### config.mk
export PLATFORM = sky130hd
export DESIGN_NAME = hba_master_ctrl
export DESIGN_NICKNAME = d
export VERILOG_FILES = /design/src/rtl/hba_master_ctrl.sv
export SDC_FILE = /design/constraint.sdc
export NUM_CORES = 1
export LEC_CHECK = 0
export BUFFER_PORTS_ARGS = -buffer_cell sky130_fd_sc_hd__buf_2
export CORE_MARGIN = 3
export CORE_UTILIZATION = 40
export DETAILED_ROUTE_END_ITERATION = 6
export MAX_ROUTING_LAYER = met4
export PLACE_DENSITY = 0.63
export SLEW_MARGIN = 15
export SYNTH_ARGS = -nofsm -noshare
export SYNTH_HDL_FRONTEND = slang
export SYNTH_SLANG_ARGS = --single-unit
### constraint.sdc
create_clock -name hba_clk -period 1.77 [get_ports hba_clk]
set_input_delay 0.177 -clock hba_clk [delete_from_list [all_inputs] [get_ports hba_clk]]
set_output_delay 0.177 -clock hba_clk [all_outputs]
set_load 0.005 [all_outputs]
### src/rtl/hba_master_ctrl.sv
// HBA bus master: turns one local request into one HBA read/write transaction
// and returns read data or a timeout error on a response handshake.
module hba_master_ctrl #(
   parameter int DBUS_WIDTH     = 8,
   parameter int ADDR_WIDTH     = 12,
   parameter int TIMEOUT_CYCLES = 255
) (
   input  logic                  hba_clk,
   input  logic                  hba_reset_n,
   input  logic                  req_valid,
   output logic                  req_ready,
   input  logic                  req_rnw,
   input  logic [ADDR_WIDTH-1:0] req_addr,
   input  logic [DBUS_WIDTH-1:0] req_wdata,
   output logic                  rsp_valid,
   input  logic                  rsp_ready,
   output logic [DBUS_WIDTH-1:0] rsp_rdata,
   output logic                  rsp_err,
   output logic                  hba_select,
   output logic                  hba_rnw,
   output logic [ADDR_WIDTH-1:0] hba_abus,
   output logic [DBUS_WIDTH-1:0] hba_dbus,
   input  logic                  hba_xferack,
   input  logic [DBUS_WIDTH-1:0] hba_dbus_in
);

   typedef enum logic [1:0] {
      ST_IDLE = 2'd0,
      ST_XFER = 2'd1,
      ST_RESP = 2'd2
   } state_t;

   localparam logic [7:0] LP_CNT_LAST = 8'(TIMEOUT_CYCLES - 1);

   state_t                r_state;
   logic [7:0]            r_cnt;
   logic                  r_req_ready;
   logic                  r_rsp_valid;
   logic [DBUS_WIDTH-1:0] r_rsp_rdata;
   logic                  r_rsp_err;
   logic                  r_hba_select;
   logic                  r_hba_rnw;
   logic [ADDR_WIDTH-1:0] r_hba_abus;
   logic [DBUS_WIDTH-1:0] r_hba_dbus;

   always_ff @(posedge hba_clk or negedge hba_reset_n) begin
      if (!hba_reset_n) begin
         r_state      <= ST_IDLE;
         r_cnt        <= 8'd0;
         r_req_ready  <= 1'b0;
         r_rsp_valid  <= 1'b0;
         r_rsp_rdata  <= '0;
         r_rsp_err    <= 1'b0;
         r_hba_select <= 1'b0;
         r_hba_rnw    <= 1'b0;
         r_hba_abus   <= '0;
         r_hba_dbus   <= '0;
      end else begin
         case (r_state)
            ST_IDLE: begin
               r_req_ready <= 1'b1;
               // req_ready is 0 on the first edge after reset, so no accept there
               if (req_valid && r_req_ready) begin
                  r_hba_select <= 1'b1;
                  r_hba_rnw    <= req_rnw;
                  r_hba_abus   <= req_addr;
                  r_hba_dbus   <= req_rnw ? '0 : req_wdata;
                  r_req_ready  <= 1'b0;
                  r_cnt        <= 8'd0;
                  r_state      <= ST_XFER;
               end
            end

            ST_XFER: begin
               // Ack is checked first so it wins over a simultaneous timeout
               if (hba_xferack) begin
                  r_rsp_rdata  <= r_hba_rnw ? hba_dbus_in : '0;
                  r_rsp_err    <= 1'b0;
                  r_rsp_valid  <= 1'b1;
                  r_hba_select <= 1'b0;
                  r_hba_rnw    <= 1'b0;
                  r_hba_abus   <= '0;
                  r_hba_dbus   <= '0;
                  r_state      <= ST_RESP;
               end else if (r_cnt == LP_CNT_LAST) begin
                  r_rsp_rdata  <= '0;
                  r_rsp_err    <= 1'b1;
                  r_rsp_valid  <= 1'b1;
                  r_hba_select <= 1'b0;
                  r_hba_rnw    <= 1'b0;
                  r_hba_abus   <= '0;
                  r_hba_dbus   <= '0;
                  r_state      <= ST_RESP;
               end else begin
                  r_cnt <= r_cnt + 8'd1;
               end
            end

            ST_RESP: begin
               if (rsp_ready) begin
                  r_rsp_valid <= 1'b0;
                  r_rsp_err   <= 1'b0;
                  r_rsp_rdata <= '0;
                  r_req_ready <= 1'b1;
                  r_state     <= ST_IDLE;
               end
            end

            default: begin
               r_state <= ST_IDLE;
            end
         endcase
      end
   end

   assign req_ready  = r_req_ready;
   assign rsp_valid  = r_rsp_valid;
   assign rsp_rdata  = r_rsp_rdata;
   assign rsp_err    = r_rsp_err;
   assign hba_select = r_hba_select;
   assign hba_rnw    = r_hba_rnw;
   assign hba_abus   = r_hba_abus;
   assign hba_dbus   = r_hba_dbus;

endmodule

# Word level (Yosys, flattened, before mapping)

Index checks and enable logic that the tools add are counted.

Register bits after elaboration: 43
Bits in latches: 0
Memory bits (writable): 0
ROM bits: 0
Input port bits: 34
Output and inout bits: 33
Memories: 0

Add/sub/neg operators: 1
Multiply operators: 0
Div/mod/pow operators: 0
Order comparisons: 0
Eq/ne operators: 8
Shifts and indexed selects: 0
Mux-type cells: 37
Bitwise gates (word level): 0
Reduce and logical (&&, ||, !) cells: 10

Operator list:

| cell                                                                  | number |
|---|---|
| 8-bit 2-to-1 mux                                                      | 10 |
| 8-bit case mux with 2 select lines                                    | 3 |
| 12-bit 2-to-1 mux                                                     | 3 |
| 12-bit case mux with 2 select lines                                   | 1 |
| 1-bit 2-to-1 mux                                                      | 10 |
| 1-bit case mux with 2 select lines                                    | 5 |
| 3-bit AND reduction                                                   | 3 |
| 8-bit by 1-bit adder with 8-bit output, second input constant         | 1 |
| 8-bit equality test, second input constant                            | 1 |
| 2-bit 2-to-1 mux                                                      | 4 |
| 2-bit != test, second input constant                                  | 4 |
| 2-bit case mux with 3 select lines                                    | 1 |
| 2-bit nonzero test                                                    | 3 |
| 4-bit AND reduction                                                   | 1 |
| 3-bit != test, second input constant                                  | 1 |
| 2-bit by 1-bit equality test with 1-bit output, second input constant | 1 |
| 2-bit equality test, second input constant                            | 1 |
| 2-bit zero test                                                       | 1 |
| 2-bit AND reduction                                                   | 1 |
| 1-bit logical AND                                                     | 1 |

# Depth between registers and ports, before layout

Gate-level depths: netlist of run 1.

Word-level depth: 4
Gate-level depth with buffers: 7
Mapped depth without buffers: 6

# Worst setup path before layout of run 1

Ideal clock, no wire load.

Kind: reg2reg
Start: register r_cnt[0]
End: register r_cnt[4]
Library setup time: 0.118 ns
Arrival: 1.424 ns
Data required time: 1.652 ns
Path slack: 0.228 ns
Cell stages (with the launch flop): 7
Path buffers: 0
Cell sequence: dfrtp_1 > inv_1 > ha_1 > nand3_1 > o21ai_2 > mux2_2 > a21o_1

Word-level cells in the longest chain between the ends: 4

RTL lines:

| element                                | line | RTL |
|---|---|---|
| start: declaration                     | 36   | `logic [7:0] r_cnt;` |
| start signal: assignment               | 95   | `r_cnt <= r_cnt + 8'd1;` |
| 8-bit by 1-bit adder with 8-bit output | 95   |  |
| 8-bit 2-to-1 mux                       | 85   | `end else if (r_cnt == LP_CNT_LAST) begin` |
| 8-bit 2-to-1 mux                       | 76   | `if (hba_xferack) begin` |
| 8-bit case mux with 2 select lines     | 59   | `case (r_state)` |

Parallel ways exist; a longest one is shown, timed or not. The select of a mux whose other input is x is not followed.
A chain may end at the register's enable or synchronous reset.

# Final worst setup path of run 1

Ends and elaborated chain as after synthesis.

==> results of run 1 <==
[what timing repair did]
action,4_1_cts,5_1_grt
endpoints found under the setup margin,0,8
resized for setup,0,1
hold buffers,1,0
hold endpoints to repair,43,0
[synthesized netlist by cell type]
library cell  instances
a21o_1                2
a21oi_1               3
a21oi_2               1
a22o_1                9
a32o_1                8
and2_1                1
and3_1                3
buf_2                 5
buf_6                 1
clkbuf_1              1
clkbuf_2              2
dfrtp_1              43
ha_1                  2
inv_1                 3
mux2_2                1
mux2i_1               1
nand2_1              32
nand2b_1              1
nand3_1               7
nand4_2               1
nor2_1                6
nor2b_1               1
nor3_1                2
nor3_2                1
nor3b_2               1
o211ai_1              1
o21ai_0              19
o21ai_2               1
o21bai_1              1
o31ai_1               2
or3_1                 1
or4_1                 2
[worst min path at each step]
stage	to	slack, ns
detailed placement	hba_abus[0]	0.28
floorplan	hba_abus[0]	-0.12
finish	hba_abus[3]	0.08
global placement	hba_abus[4]	0.28
global route	hba_abus[6]	0.08
CTS	hba_abus[3]	0.07
[worst max-delay path, delay by kind of cell, from the launching register on]
| family | cells | cell delay (ns) |
|---|---|---|
| buffers and inverters | 1 | 0.06 |
| AO/OA/AOI/OAI | 2 | 0.47 |
| multiplexers | 1 | 0.37 |
| adder cells (fa/ha/maj) | 1 | 0.15 |
| flip-flops | 1 | 0.38 |
| AND/OR/NAND/NOR | 1 | 0.15 |
[through the flow]
step	util	std cells
finish	0.567	290
global route	0.567	290
CTS	0.566	290
detailed placement	0.532	281
global placement	0.532	281
floorplan	-	165
[sequential cells by signal (all words and copies together), names as in the netlist]
| signal | cells |
|---|---|
| hba_abus | 12 |
| req_ready | 1 |
| hba_dbus | 8 |
| rsp_err | 1 |
| hba_select | 1 |
| rsp_valid | 1 |
| r_state | 2 |
| r_cnt | 8 |
| rsp_rdata | 8 |
| hba_rnw | 1 |
[cell type report]
cell class | count | share of cell area
well taps | 50 | 0.0265
flip-flops and latches | 43 | 0.455
clock buffers | 6 | 0.0307
inverters | 3 | 0.00476
repair buffers | 76 | 0.178
multi-input cells | 110 | 0.280
clock inverters | 2 | 0.0254
[kinds of logic (layout without fill, tap and decap cells)]
group           count (synthesis)  after routing
compound gates                 47             47
mux                             2              2
buf+inv                        12             87
fa+ha+maj                       2              2
flops                          43             43
simple gates                   59             59
[per-layer routing]
layer,track usage,wire length (µm)
met5,-,0
met4,0.0738,59
met3,0.0358,205
met2,0.235,1950
met1,0.220,1870
[power by group through the flow]
stage | Clock, mW | Sequential (mW) | Combinational (mW)
2_1_floorplan | 0 | 1.59 | 0.615
3_3_place_gp | 0 | 1.55 | 1.23
3_5_place_dp | 0 | 1.56 | 1.24
4_1_cts | 0.917 | 1.54 | 1.25
5_1_grt | 0.954 | 1.58 | 1.38
6_report | 0.894 | 1.54 | 1.23
==> flow_metrics.env, run 1 <==
export IMPL_status="finished, final reports clean"
export IMPL_seq_area_um2=1080
export IMPL_p_clk_frac=0.244
export IMPL_setup_viol=0
export IMPL_slew_viol_final=0
export IMPL_nFillCells=369
export IMPL_holdWs_ns=0.0760
export IMPL_pwr_share_comb=0.336
export IMPL_antenna_found_initial=0
export IMPL_fin_crit_sh=0.939
export IMPL_power_switching_mw=1.16
export IMPL_hold_class="input pin to register"
export IMPL_pwr_share_seq=0.421
export IMPL_cts_tree="built"
export IMPL_path_class="register to register"
export IMPL_whs_path_depth=3
export IMPL_setup_slack_ns=0.107
export IMPL_synth_compound_area_share=0.185
export IMPL_ys_seq_area_frac=0.599
export IMPL_core_area_um2=4170
export IMPL_io_pins=67
export IMPL_synth_fa_ha_area_frac=0.0139
export IMPL_crit_path_top_delay_cell="dfrtp_1"
export IMPL_internal_power_mw=2.51
export IMPL_ff2ff_path_depth=6
export IMPL_hpwl_mm=2.92
export IMPL_vias_per_cell=5.06
export IMPL_crit_path_end_kind="register"
export IMPL_powerDensity_nw_per_um2=1550
export IMPL_synth_xor_area_share=0
export IMPL_grt_overflow_total=0
export IMPL_stdcell_area_um2=2360
export IMPL_fin_tns_setup_ns=0
export IMPL_max_slew_margin_rel=0.648
export IMPL_synth_top_family_by_area="compound AO/OA/AOI/OAI gates"
export IMPL_preCtsSetupSlack_ns=0.0494
export IMPL_hold_start="req_addr[3]"
export IMPL_syn_avg_cell_area_um2=10.9
export IMPL_yosys_area_share_simple=0.157
export IMPL_wire_per_inst_um=14.1
export IMPL_grt_max_degree=44
export IMPL_p_leak_nw=1.22
export IMPL_postRouteAntennaNets=0
export IMPL_switching_share=0.317
export IMPL_cp_arrival_ns=1.86
export IMPL_grt_pass1_wl_mm=6.45
export IMPL_syn_inst=165
export IMPL_path_cells="inv_1, ha_1, nand3_1, o21ai_2, mux2_2, a21o_1"
export IMPL_ys_top_cells_by_area="dfrtp_1, nand2_1, o21ai_0"
export IMPL_synth_top_area_cell="dfrtp_1"
export IMPL_drcViolationCount=0
export IMPL_root_buffer="clkbuf_8"
export IMPL_postPlaceCellArea_um2=2220
export IMPL_slowest_delay_ns=0.38
export IMPL_rrSetupSlack_ns=0.11
export IMPL_finalClockSkew_ns=0.00651
export IMPL_area_growth_pct=31.6
export IMPL_place_congestion=0.771
export IMPL_drt_iter0_markers=93
export IMPL_ir_drop_uv=641
export IMPL_initial_core_util=0.431
export IMPL_final_common_cell="buf_2"
export IMPL_ys_ff_latch=43
export IMPL_clk_pin_slew_worst_paths_ns=0.08
export IMPL_final_cell_mix="buf_2, dfrtp_1, nand2_1"
export IMPL_synth_area_um2=1800
export IMPL_grt_total_usage=0.163
export IMPL_insertion_delay_ns=0.30
export IMPL_synth_top_cell_area_share=0.599
export IMPL_drt_wl_total_mm=4.08
export IMPL_post_cts_buffers=0
export IMPL_drv_cap=0
export IMPL_crit_required_ns=1.96
export IMPL_p_total_mw=3.67
export IMPL_drive_gt1_frac=0.371
export IMPL_rsz0062_at_grt="false"
export IMPL_portBuffers=66
export IMPL_cts_sinks=43
export IMPL_die_w_um=73.0
export IMPL_synth_area_mux_share=0.0118
export IMPL_multi_input_area_um2=662
export IMPL_crit_path_start="r_cnt[0]"
export IMPL_start_kind="register"
export IMPL_period_minus_slack_ns=1.66
export IMPL_tightest_slew_ns=0.525
export IMPL_r2r_start="r_cnt[0]"
export IMPL_reg2reg_to="r_cnt[4]"
export IMPL_via_count=1468
export IMPL_htreeDepth=2
export IMPL_crit_fanout=7
export IMPL_cts_buffer_depth=2
export IMPL_ys_warn_count=0
export IMPL_cts_buffers=5
export IMPL_ys_types=32
export IMPL_antennaDiodeCount=0
export IMPL_num_nets_final=275
export IMPL_die_area_um2=5330
export IMPL_fp_dieH_um=73.0
export IMPL_syn_num_nets=201
export IMPL_grt_pass1_vias=1377
export IMPL_fmax_mhz=601
export IMPL_cp_endpoint="r_cnt[4]"
export IMPL_rows=23
export IMPL_dr_pass1_iters=4
export IMPL_hold_violations=0
No activity file was read; power rests on OpenSTA's default activity.
==> run 2: changes to the inputs <==
CORE_MARGIN = unset   (was 3)
==> run 2 against run 1 <==
  * Die area decreased by 11%
  * Final area decreased by 1.3%
  * Highest routed layer unchanged
  * Clock power decreased by 33%
  * Sequential share of layout area increased by 0.59 points
  * Routed wire length decreased by 3.2%
  * Critical path depth unchanged
  * Fmax increased by 2.1%
  * Via count increased by 4.3%
  * Cell count increased by 1.4%
==> flow_metrics.env, run 2 (same netlist as run 1, synthesis figures left out) <==
export IMPL_antennaDiodeCount=0
export IMPL_crit_fanout=8
export IMPL_start_kind="register"
export IMPL_grt_pass1_wl_mm=6.71
export IMPL_drv_cap=0
export IMPL_grt_max_degree=18
export IMPL_die_w_um=69.0
export IMPL_via_count=1531
export IMPL_cts_buffers=5
export IMPL_cp_arrival_ns=1.81
export IMPL_final_cell_mix="buf_2, dfrtp_1, nand2_1"
export IMPL_postRouteAntennaNets=0
export IMPL_ir_drop_uv=545
export IMPL_multi_input_area_um2=662
export IMPL_largest_reg_flops=12
export IMPL_die_area_um2=4760
export IMPL_fp_dieH_um=69.0
export IMPL_tightest_slew_ns=0.454
export IMPL_portBuffers=66
export IMPL_crit_path_end_kind="register"
export IMPL_hold_violations=0
export IMPL_finalClockSkew_ns=0.00461
export IMPL_grt_total_usage=0.184
export IMPL_grt_overflow_total=0
export IMPL_crit_required_ns=1.95
export IMPL_place_congestion=0.778
export IMPL_grt_pass1_vias=1433
export IMPL_fmax_mhz=614
export IMPL_crit_path_start="r_cnt[0]"
export IMPL_drive_gt1_frac=0.376
export IMPL_setup_viol=0
export IMPL_ff2ff_path_depth=6
export IMPL_max_slew_margin_rel=0.697
export IMPL_num_nets_final=277
export IMPL_rows=24
export IMPL_drt_wl_total_mm=3.95
export IMPL_holdWs_ns=0.0884
export IMPL_slew_viol_final=0
export IMPL_powerDensity_nw_per_um2=1440
export IMPL_wire_per_inst_um=13.4
export IMPL_stdcell_area_um2=2330
export IMPL_fin_crit_sh=0.920
export IMPL_cts_buffer_depth=2
export IMPL_dr_pass1_iters=4
export IMPL_seq_area_um2=1080
export IMPL_met2_length_mm=1.80
export IMPL_vias_per_cell=5.21
export IMPL_core_area_um2=4320
export IMPL_rrSetupSlack_ns=0.14
export IMPL_postPlaceCellArea_um2=2240
export IMPL_area_growth_pct=29.9
export IMPL_io_pins=67
export IMPL_dr_max_layer_used="met4"
export IMPL_p_leak_nw=1.20
export IMPL_path_class="register to register"
export IMPL_insertion_delay_ns=0.29
export IMPL_root_buffer="clkbuf_8"
export IMPL_clk_pin_slew_worst_paths_ns=0.08
export IMPL_antenna_found_initial=0
export IMPL_cp_endpoint="r_cnt[4]"
export IMPL_hold_class="input pin to register"
export IMPL_r2r_start="r_cnt[0]"
export IMPL_final_common_cell="buf_2"
export IMPL_initial_core_util=0.416
export IMPL_fin_tns_setup_ns=0
export IMPL_drcViolationCount=0
export IMPL_wl_met1_mm=1.92
export IMPL_cts_tree="built"
export IMPL_slowest_delay_ns=0.38
export IMPL_htreeDepth=2
export IMPL_reg2reg_to="r_cnt[4]"
export IMPL_status="finished, final reports clean"
export IMPL_period_minus_slack_ns=1.63
export IMPL_path_cells="inv_1, ha_1, nand3_1, o21ai_2, mux2_2, a21o_1"
export IMPL_nFillCells=409
export IMPL_hpwl_mm=2.85
export IMPL_wl_met3_um=181
export IMPL_rsz0062_at_grt="false"
export IMPL_cts_sinks=43
export IMPL_crit_path_top_delay_cell="dfrtp_1"
export IMPL_drt_iter0_markers=31
-- run 2: what timing repair did --
action	4_1_cts	5_1_grt
hold buffers	1	0
setup buffers	0	0
endpoints found under the setup margin	0	8
hold endpoints to repair	14	0
resized for setup	0	1
-- run 2: worst max-delay path: cells and delay by family (launching register included) --
family,cells,cell delay [ns]
buffers and inverters,1,0.06
AOI/OAI and AO/OA,2,0.46
DFF,1,0.38
adders and majority gates,1,0.13
muxes,1,0.37
and+or+nand+nor,1,0.12
-- run 2: layout make-up --
class,instances,area share
multi-input combinational,110,0.283
sequential,43,0.461
clock inverter,2,0.00536
tap,52,0.0279
timing repair buffer,78,0.186
inverter,3,0.00482
clock buffer,6,0.0311
-- run 2: worst min path at each step --
stage | from | endpoint | slack [ns] | cells past startpoint
final | req_addr[1] | hba_abus[1] | 0.09 | 3
after global routing | req_addr[6] | hba_abus[6] | 0.08 | 3
after CTS | req_addr[5] | hba_abus[5] | 0.08 | 3
after detailed placement | hba_reset_n | rsp_rdata[6] | 0.11 | 1
after global placement | hba_reset_n | rsp_rdata[6] | 0.10 | 1
after floorplan | hba_reset_n | hba_abus[0] | -0.12 | 0
-- run 2: report_power, final --
part / leakage [nW] / switching (mW) / internal (mW)
registers: 0.565 / 0.197 / 1.34
clock network: 0.0412 / 0.320 / 0.276
logic: 0.596 / 0.631 / 0.609
total: 1.20 / 1.15 / 2.23
-- run 2: per-layer routing --
metal | vias up | track usage
met1 | 744 | 0.254
met5 | - | -
met2 | 42 | 0.259
li1 | 741 | -
met4 | 0 | 0.0612
met3 | 4 | 0.0570
-- run 2: through the flow --
| stage | setup slack (ns) | power [mW] | instances | utilization |
|---|---|---|---|---|
| after floorplan | 0.228 | 2.20 | 165 | - |
| after global placement | 0.125 | 2.79 | 285 | 0.517 |
| after detailed placement | 0.0973 | 2.80 | 285 | 0.517 |
| after CTS | 0.0813 | 3.41 | 294 | 0.539 |
| after global routing | 0.0376 | 3.65 | 294 | 0.540 |
| final | 0.142 | 3.37 | 294 | 0.540 |
